**src/rtl/hazard_bubble_ctrl.sv**
```systemverilog
// hazard_bubble_ctrl: EXE/MEM shadow scoreboard, operand forwarding selects, load-use stall and taken-branch flush control.
// Optional perf counters are built when HAZ_PERF_CNT_EN is defined; otherwise the perf ports read 0.
module hazard_bubble_ctrl #(
    parameter int LOAD_USE_STALL = 1,
    parameter int CNT_W          = 16
) (
    input  logic             clk,
    input  logic             reset,
    input  logic             cpu_en,
    input  logic [4:0]       ID_rs_addr,
    input  logic [4:0]       ID_rt_addr,
    input  logic             ID_uses_rs,
    input  logic             ID_uses_rt,
    input  logic             ID_RegWrite,
    input  logic             ID_DatatoReg,
    input  logic [4:0]       ID_wr_addr,
    input  logic             EXE_branch_taken,
    output logic             pc_en,
    output logic             IF_ID_stall,
    output logic             IF_ID_flush,
    output logic             ID_EXE_bubble,
    output logic [1:0]       fwd_a_sel,
    output logic [1:0]       fwd_b_sel,
    output logic [CNT_W-1:0] perf_stall_cnt,
    output logic [CNT_W-1:0] perf_flush_cnt
);
    typedef enum logic [1:0] {RUN, STALL, FLUSH} state_t;
    typedef struct packed {
        logic       valid;
        logic [4:0] wr_addr;
        logic       is_load;
    } slot_t;

    state_t     state;
    logic [1:0] stall_cnt;
    slot_t      sb_exe, sb_mem;
    logic       rs_hit_exe, rs_hit_mem, rt_hit_exe, rt_hit_mem;
    logic       hazard, in_stall, branch_ev, haz_ev;

    assign rs_hit_exe = ID_uses_rs && sb_exe.valid && sb_exe.wr_addr == ID_rs_addr;
    assign rs_hit_mem = ID_uses_rs && sb_mem.valid && sb_mem.wr_addr == ID_rs_addr;
    assign rt_hit_exe = ID_uses_rt && sb_exe.valid && sb_exe.wr_addr == ID_rt_addr;
    assign rt_hit_mem = ID_uses_rt && sb_mem.valid && sb_mem.wr_addr == ID_rt_addr;
    assign hazard     = (rs_hit_exe || rt_hit_exe) && sb_exe.is_load;

    // A branch only redirects from RUN; in FLUSH the slot behind it is a bubble, so hazard logic alone applies.
    assign in_stall  = state == STALL;
    assign branch_ev = state == RUN && EXE_branch_taken;
    assign haz_ev    = !in_stall && !branch_ev && hazard;

    assign pc_en         = !reset && !in_stall && !haz_ev;
    assign IF_ID_stall   = !reset && (in_stall || haz_ev);
    assign IF_ID_flush   = reset || branch_ev;
    assign ID_EXE_bubble = reset || branch_ev || haz_ev || in_stall;
    assign fwd_a_sel = reset ? 2'b00 : (rs_hit_exe && !sb_exe.is_load) ? 2'b01 : rs_hit_mem ? 2'b10 : 2'b00;
    assign fwd_b_sel = reset ? 2'b00 : (rt_hit_exe && !sb_exe.is_load) ? 2'b01 : rt_hit_mem ? 2'b10 : 2'b00;

    always_ff @(posedge clk) begin
        if (reset) begin
            state     <= RUN;
            stall_cnt <= 2'd0;
            sb_exe    <= '0;
            sb_mem    <= '0;
        end else if (cpu_en) begin
            sb_mem <= sb_exe;
            sb_exe <= ID_EXE_bubble ? '0 : slot_t'({ID_RegWrite && ID_wr_addr != 5'd0, ID_wr_addr, ID_DatatoReg});
            if (branch_ev) begin
                state <= FLUSH;
            end else if (haz_ev) begin
                stall_cnt <= 2'(LOAD_USE_STALL - 1);
                state     <= LOAD_USE_STALL > 1 ? STALL : RUN;
            end else if (in_stall) begin
                stall_cnt <= stall_cnt - 2'd1;
                state     <= stall_cnt <= 2'd1 ? RUN : STALL;
            end else begin
                state <= RUN;
            end
        end
    end

`ifdef HAZ_PERF_CNT_EN
    logic [CNT_W-1:0] stall_q, flush_q;
    always_ff @(posedge clk) begin
        if (reset) begin
            stall_q <= '0;
            flush_q <= '0;
        end else begin
            if (cpu_en && !pc_en && !(&stall_q)) stall_q <= stall_q + 1'b1;
            if (cpu_en && branch_ev && !(&flush_q)) flush_q <= flush_q + 1'b1;
        end
    end
    assign perf_stall_cnt = stall_q;
    assign perf_flush_cnt = flush_q;
`else
    assign perf_stall_cnt = '0;
    assign perf_flush_cnt = '0;
`endif
endmodule

```
**config.mk**
```make
export PLATFORM = sky130hd
export DESIGN_NAME = hazard_bubble_ctrl
export DESIGN_NICKNAME = d
export VERILOG_FILES = /design/src/rtl/hazard_bubble_ctrl.sv
export SDC_FILE = /design/constraint.sdc
export NUM_CORES = 1
export LEC_CHECK = 0
export CAP_MARGIN = 20
export CORE_ASPECT_RATIO = 1.25
export CORE_UTILIZATION = 44
export CTS_BUF_LIST = sky130_fd_sc_hd__clkbuf_8
export CTS_CLUSTER_SIZE = 40
export DETAILED_ROUTE_END_ITERATION = 16
export MAX_ROUTING_LAYER = met4
export PLACE_DENSITY = 0.9
export SYNTH_ARGS = -nofsm -noshare
export SYNTH_HDL_FRONTEND = slang
export SYNTH_SLANG_ARGS = --single-unit
```
**constraint.sdc**
```tcl
create_clock -name clk -period 2.8 [get_ports clk]
set_input_delay 0.56 -clock clk [delete_from_list [all_inputs] [get_ports clk]]
set_output_delay 0.56 -clock clk [all_outputs]
set_load 0.01 [all_outputs]
```
==> results of run 1 <==
## synth_stat cells, drive strengths merged
cell type,number,share of area [%]
buf,33,20
dfxtp,17,27
nor2,14,4.2
xnor2,12,8.5
xor2,8,5.7
mux2i,7,5.7
nand2,7,2.1
a22o,6,4.8
nor3,6,2.4
a21oi,4,1.6
nand3,4,2.0
nand4,4,2.0
nand2b,3,1.5
clkbuf,2,0.61
inv,2,0.61
nor2b,2,1.0
nor3b,2,1.2
nor4,2,1.5
a21bo,1,0.81
a21o,1,0.71
a32o,1,0.81
and2,1,0.51
conb,1,0.30
ha,1,1.0
o2111a,1,1.0
o21ai,1,0.40
o22a,1,0.71
o22ai,1,0.51
or3,1,0.51
## power groups by stage
stage	registers, mW	clock network [mW]	logic (mW)
3_5_place_dp	0.264	0	0.124
2_1_floorplan	0.261	0	0.0984
3_3_place_gp	0.263	0	0.122
6_report	0.259	0.192	0.130
5_1_grt	0.260	0.206	0.142
4_1_cts	0.258	0.194	0.127
## cells by family after synthesis
logic type / count (synthesis)
simple gates: 46
compound gates: 17
mux: 7
xor+xnor: 20
flops: 17
buf+inv: 37
other cells: 1
fa+ha+maj: 1
## registers in the layout, indices dropped and copies added, names as in the netlist
register	cells
state	2
sb_mem	6
sb_exe	7
stall_cnt	2
## timing repair
item | in CTS | in global routing
setup endpoints to repair | 7 | 14
pin swaps | 3 | 2
buffers inserted | 10 | 0
hold endpoints to repair | 0 | 0
cloned | 0 | 0
gates resized for setup | 20 | 12
## metal layers
layer | vias to the layer above | track usage, %
met4 | 0 | 15.10
li1 | 533 | -
met3 | 7 | 3.457
met1 | 528 | 21.38
met2 | 55 | 41.49
met5 | - | -
## cell type report
| cell class | instances | area (µm²) | area share [%] |
|---|---|---|---|
| clock inverters | 1 | 5.005 | 0.2939 |
| well taps | 34 | 42.54 | 2.498 |
| multi-input cells | 123 | 808.3 | 47.47 |
| flip-flops and latches | 17 | 340.3 | 19.99 |
| repair buffers | 51 | 457.9 | 26.89 |
| inverters | 2 | 7.507 | 0.4409 |
| clock buffers | 3 | 41.29 | 2.425 |
## path summary, 6_finish.rpt
kind	startpoint	endpoint	slack, ns	cells after the start
setup / recovery	ID_uses_rs	ID_EXE_bubble	0.15	8
hold / removal	stall_cnt[1]$_SDFFE_PP0P_	stall_cnt[1]$_SDFFE_PP0P_	0.47	2
setup reg to reg	sb_exe[2]$_SDFFE_PP0P_	sb_exe[4]$_SDFFE_PP0P_	0.35	14
hold reg to reg	stall_cnt[1]$_SDFFE_PP0P_	stall_cnt[1]$_SDFFE_PP0P_	0.47	2
## worst max-delay path, delay by kind of cell
family          cells  cell delay, ns
buf+inv             3            0.84
simple gates        4            0.48
compound gates      1            0.22
## layout by cell type, fill, tap and decap left out, types with 2 or more instances in the layout
| master | n |
|---|---|
| clkbuf_8 | 3 |
| xor2_2 | 3 |
| xnor2_1 | 12 |
| xor2_1 | 5 |
| inv_1 | 2 |
| nand2b_1 | 3 |
| dlygate4sd2_1 | 4 |
| nand4_1 | 4 |
| nor3_1 | 6 |
| nor4_4 | 2 |
| buf_4 | 21 |
| clkdlybuf4s50_1 | 16 |
| clkdlybuf4s15_2 | 2 |
| conb_1 | 32 |
| nor2b_1 | 2 |
| a22o_2 | 6 |
| nand2_1 | 6 |
| dlymetal6s2s_1 | 5 |
| nor2_1 | 14 |
| a21oi_1 | 3 |
| mux2i_1 | 7 |
| nand3_1 | 3 |
| dfxtp_1 | 17 |
| nor3b_1 | 2 |
## through the flow
step	hold slack (ns)	cells	setup slack (ns)	cell area, µm²	TNS [ns]
CTS	0.4776	231	0.01867	1667	0
global route	0.5120	231	0.01485	1703	0
floorplan	0.4463	177	0.6612	1355	0
detailed placement	0.4676	217	-0.3660	1529	-2.001
global placement	0.4578	217	-0.2806	1529	-1.585
finish	0.4741	231	0.1506	1703	0
==> flow_summary.ini, run 1 <==
[status]
status = finished clean

[cells_and_area]
nets = 222
final_util_pct = 63.54
drive_above_1_share_pct = 23.35
area_growth_syn_to_layout_pct = 37.47
num_antenna_cells = 0
fill_cells = 219

[detailed_routing]
routed.top_layer = met4
postRouteAntennaNets = 0
wl_met3_um = 138
wl_per_cell_um = 12.87
drt_wl_total_mm = 2.973
drtIter0Drc = 21
met1_length_mm = 1.129
num_vias = 1123
dr.pass1.iters = 4
drc = 0
drt-vias-per-instance = 4.861
wl_met2_mm = 1.618

[run]
maxCapViolCount = 0

[floorplan]
die-area_um2 = 3033
core-area_um2 = 2680
placementRows = 21
ios = 63
start_util_pct = 46.22
die_h_um = 61.32
die_w_um = 49.46

[synthesis]
yosysSeqAreaShare_pct = 27.47
synth_top_family_by_area = buffers and inverters
yosysWarnings = 0
syn_inst = 146
netlist_area_um2 = 1239
synth_compound_area_share_pct = 11.41
ys_types = 32
synth_seq_cells = 17
avgSynthCellArea_um2 = 8.484
synthXorXnorAreaFrac_pct = 14.14
synth_mux_area_share_pct = 5.657
synth-simple-area-share_pct = 19.09
synth_fa_ha_area_share_pct = 1.010

[sta]
drv_slew = 0
setup_viol = 0
rsz0062_at_grt = false
fmax_mhz = 377.4
hold_viol_final = 0
post-route-period-util_pct = 94.62
fin_crit_ns = 2.649
clock_skew_ns = 0.008419

[pwr]
vdd.ir_drop.worst_uv = 244.6
power_density_nw_per_um2 = 341.2
intPower_mw = 0.4115
power_switching_mw = 0.1696
power.share.switching_pct = 29.18
power_leakage_nw = 0.7805
combPwrFrac_pct = 22.4
p_total_mw = 0.5811
pwr-share-clk_pct = 33.1
pwr-share-seq_pct = 44.6

[placement]
numPortBuffers = 30
gp_congestion = 0.9396
place_hpwl_mm = 2.135

[setup_path]
startpoint_type = input port
slowest_stage = clkdlybuf4s50_1
end_kind = output pin
path_class = in -> out
cp_max_fo = 2
required_ns = 2.24
cp_cell_sequence = clkdlybuf4s50_1 -> nand2_1 -> nor4_4 -> nand3_2 -> buf_4 -> a21o_2 -> nand3_1 -> clkdlybuf4s15_2
crit_path_max_incr_delay_ns = 0.48
crit_arrival_ns = 2.09

[grt]
antenna_found_initial = 0
grt_pass1_wl_mm = 4.712
gr-total-overflow = 0
grt_pass1_vias = 1088
grt_max_degree = 18
grt_usage_pct = 22.19

[worst_hold_path]
hold_class = reg -> reg

[clock_network]
htree_num_levels = 1
path_clk_slew_ns = 0.07
worstSkewPairLatency_ns = 0.27
cts_tree = yes
cts_buffers = 3
numClockSinks = 17
hold_buffers = 0
clock_path_buffers = 2
clockRootBuffer = clkbuf_8
(Power assumes the default switching activity.)
==> run 2, diff against run 1 <==
--- a/config.mk
+++ b/config.mk
@@ -6,7 +6,7 @@
 export NUM_CORES = 1
 export LEC_CHECK = 0
 export CAP_MARGIN = 20
-export CORE_ASPECT_RATIO = 1.25
+export CORE_ASPECT_RATIO = 0.6
 export CORE_UTILIZATION = 44
 export CTS_BUF_LIST = sky130_fd_sc_hd__clkbuf_8
 export CTS_CLUSTER_SIZE = 40
==> flow_summary.ini, run 2 (synthesis gave the netlist of run 1 again) <==
[sta]
drv_slew = 0
fmax_mhz = 365.5
fin_crit_ns = 2.736
clock_skew_ns = 0.002436
setup_viol = 0
rsz0062_at_grt = true
hold_viol_final = 0
post-route-period-util_pct = 97.70
fin_setup_tns_ns = 0

[cells_and_area]
fin_cells = 223
nets = 216
largest_reg_flops = 7
drive_above_1_share_pct = 18.85
top_register = sb_exe
area_growth_syn_to_layout_pct = 30.00
num_antenna_cells = 0
layout_common_cells = conb_1 (32), clkdlybuf4s50_1 (23), dfxtp_1 (17), buf_4 (15), nor2_1 (14)
largestRegisters = sb_exe (7), sb_mem (6)
final_common_cell = conb_1

[worst_hold_path]
hold_class = reg -> reg

[setup_path]
crit_arrival_ns = 2.18
crit_path_max_incr_delay_ns = 0.44
slowest_stage = clkdlybuf4s50_1
crit_family = buffers and inverters
path_class = in -> out
end_kind = output pin
startpoint_type = input port
crit_buf_inv = 3
required_ns = 2.24
cp_max_fo = 3
cp_cell_sequence = clkdlybuf4s50_1 -> xor2_1 -> nor4_2 -> nand3_2 -> buf_4 -> nor2_1 -> nor3_1 -> dlygate4sd2_1

[placement]
numPortBuffers = 30
place_hpwl_mm = 2.181
dp_cells = 219
gp_congestion = 0.8945

[grt]
grt_max_degree = 18
grt_pass1_vias = 927
gr-total-overflow = 0
grt_pass1_wl_mm = 4.374
grt_usage_pct = 19.89
antenna_found_initial = 0

[detailed_routing]
drt-vias-per-instance = 4.794
drt_wl_total_mm = 2.758
drtIter0Drc = 105
num_vias = 1069
drc = 5
postRouteAntennaNets = 0
wl_per_cell_um = 12.37
dr.pass1.iters = 10

[clock_network]
worstSkewPairLatency_ns = 0.26
path_clk_slew_ns = 0.07
cts_tree = yes
clock_path_buffers = 2
clockRootBuffer = clkbuf_8
numClockSinks = 17
htree_num_levels = 1
cts_buffers = 3
hold_buffers = 0
cts_setup_buffers = 0

[status]
status = finished, violations left
violations = design-rule violations

[floorplan]
start_util_pct = 47.78
ios = 63
die-area_um2 = 3039
die_h_um = 43.10
placementRows = 14
core-area_um2 = 2592
die_w_um = 70.50

[run]
maxCapViolCount = 0

[pwr]
vdd.ir_drop.worst_uv = 290.8
power_leakage_nw = 0.6874
power_density_nw_per_um2 = 361.7
## run 2: cell types whose count changed in the layout (fill, tap and decap cells not counted), sizes merged
cell / delta
dlygate4sd2: -2
clkinv: -1
dlymetal6s2s: -5
buf: -7
clkdlybuf4s50: +7
clkinvlp: +1
clkbuf: +2
clkdlybuf4s15: -1
## run 2: final timing paths
| kind | endpoint | slack (ns) | startpoint | depth (start not counted) |
|---|---|---|---|---|
| hold reg to reg | stall_cnt[1]$_SDFFE_PP0P_ | 0.47 | stall_cnt[1]$_SDFFE_PP0P_ | 2 |
| setup / recovery | fwd_a_sel[1] | 0.06 | ID_rs_addr[1] | 8 |
| hold / removal | stall_cnt[1]$_SDFFE_PP0P_ | 0.47 | stall_cnt[1]$_SDFFE_PP0P_ | 2 |
| setup reg to reg | sb_exe[1]$_SDFFE_PP0P_ | 0.97 | sb_exe[2]$_SDFFE_PP0P_ | 6 |
## run 2: per-stage QoR
stage / util (%) / total power, mW / worst slack [ns] / hold slack [ns] / cell area (µm²)
3_5_place_dp: 60.04 / 0.3914 / -0.3129 / 0.4669 / 1556
4_1_cts: 62.02 / 0.5840 / 0.006530 / 0.4768 / 1608
2_1_floorplan: - / 0.3598 / 0.6612 / 0.4463 / 1355
3_3_place_gp: 60.04 / 0.3891 / -0.2585 / 0.4597 / 1556
5_1_grt: 62.11 / 0.6097 / -0.02897 / 0.4986 / 1610
6_report: 62.11 / 0.5825 / 0.06431 / 0.4735 / 1610
## run 2: timing repair
item / CTS / global route
gates resized for setup: 10 / 9
endpoints found under the setup margin: 7 / 5
pin swaps: 1 / 2
## run 2: worst register-to-register path, delay by kind of cell, from the launching register on
family                    cells  cell delay [ns]
DFF                           1             0.36
AOI/OAI and AO/OA             2             0.57
xor gates and xnor gates      1             0.19
and+or+nand+nor               2             0.43
buffers and inverters         1             0.17
## run 2: layout make-up
class / instances / area, µm²
multi-input combinational: 123 / 778.2
clock buffer: 3 / 41.29
fill: 217 / 982.2
timing repair buffer: 45 / 395.4
clock inverter: 1 / 7.507
tap: 32 / 40.04
inverter: 2 / 7.507
sequential: 17 / 340.3
## run 2: where the power goes
group,internal (mW),switching (mW),total [mW],leakage [nW]
Clock,0.100,0.0937,0.194,0.0217
Combinational,0.0658,0.0631,0.129,0.528
Sequential,0.249,0.0103,0.259,0.138
Total,0.415,0.167,0.583,0.687
## run 2: per-layer routing
metal / GRT usage (%) / share of wire [%]
met5: - / 0
met4: 3.673 / 0.29
met3: 5.938 / 11
met2: 30.10 / 45
met1: 26.51 / 43
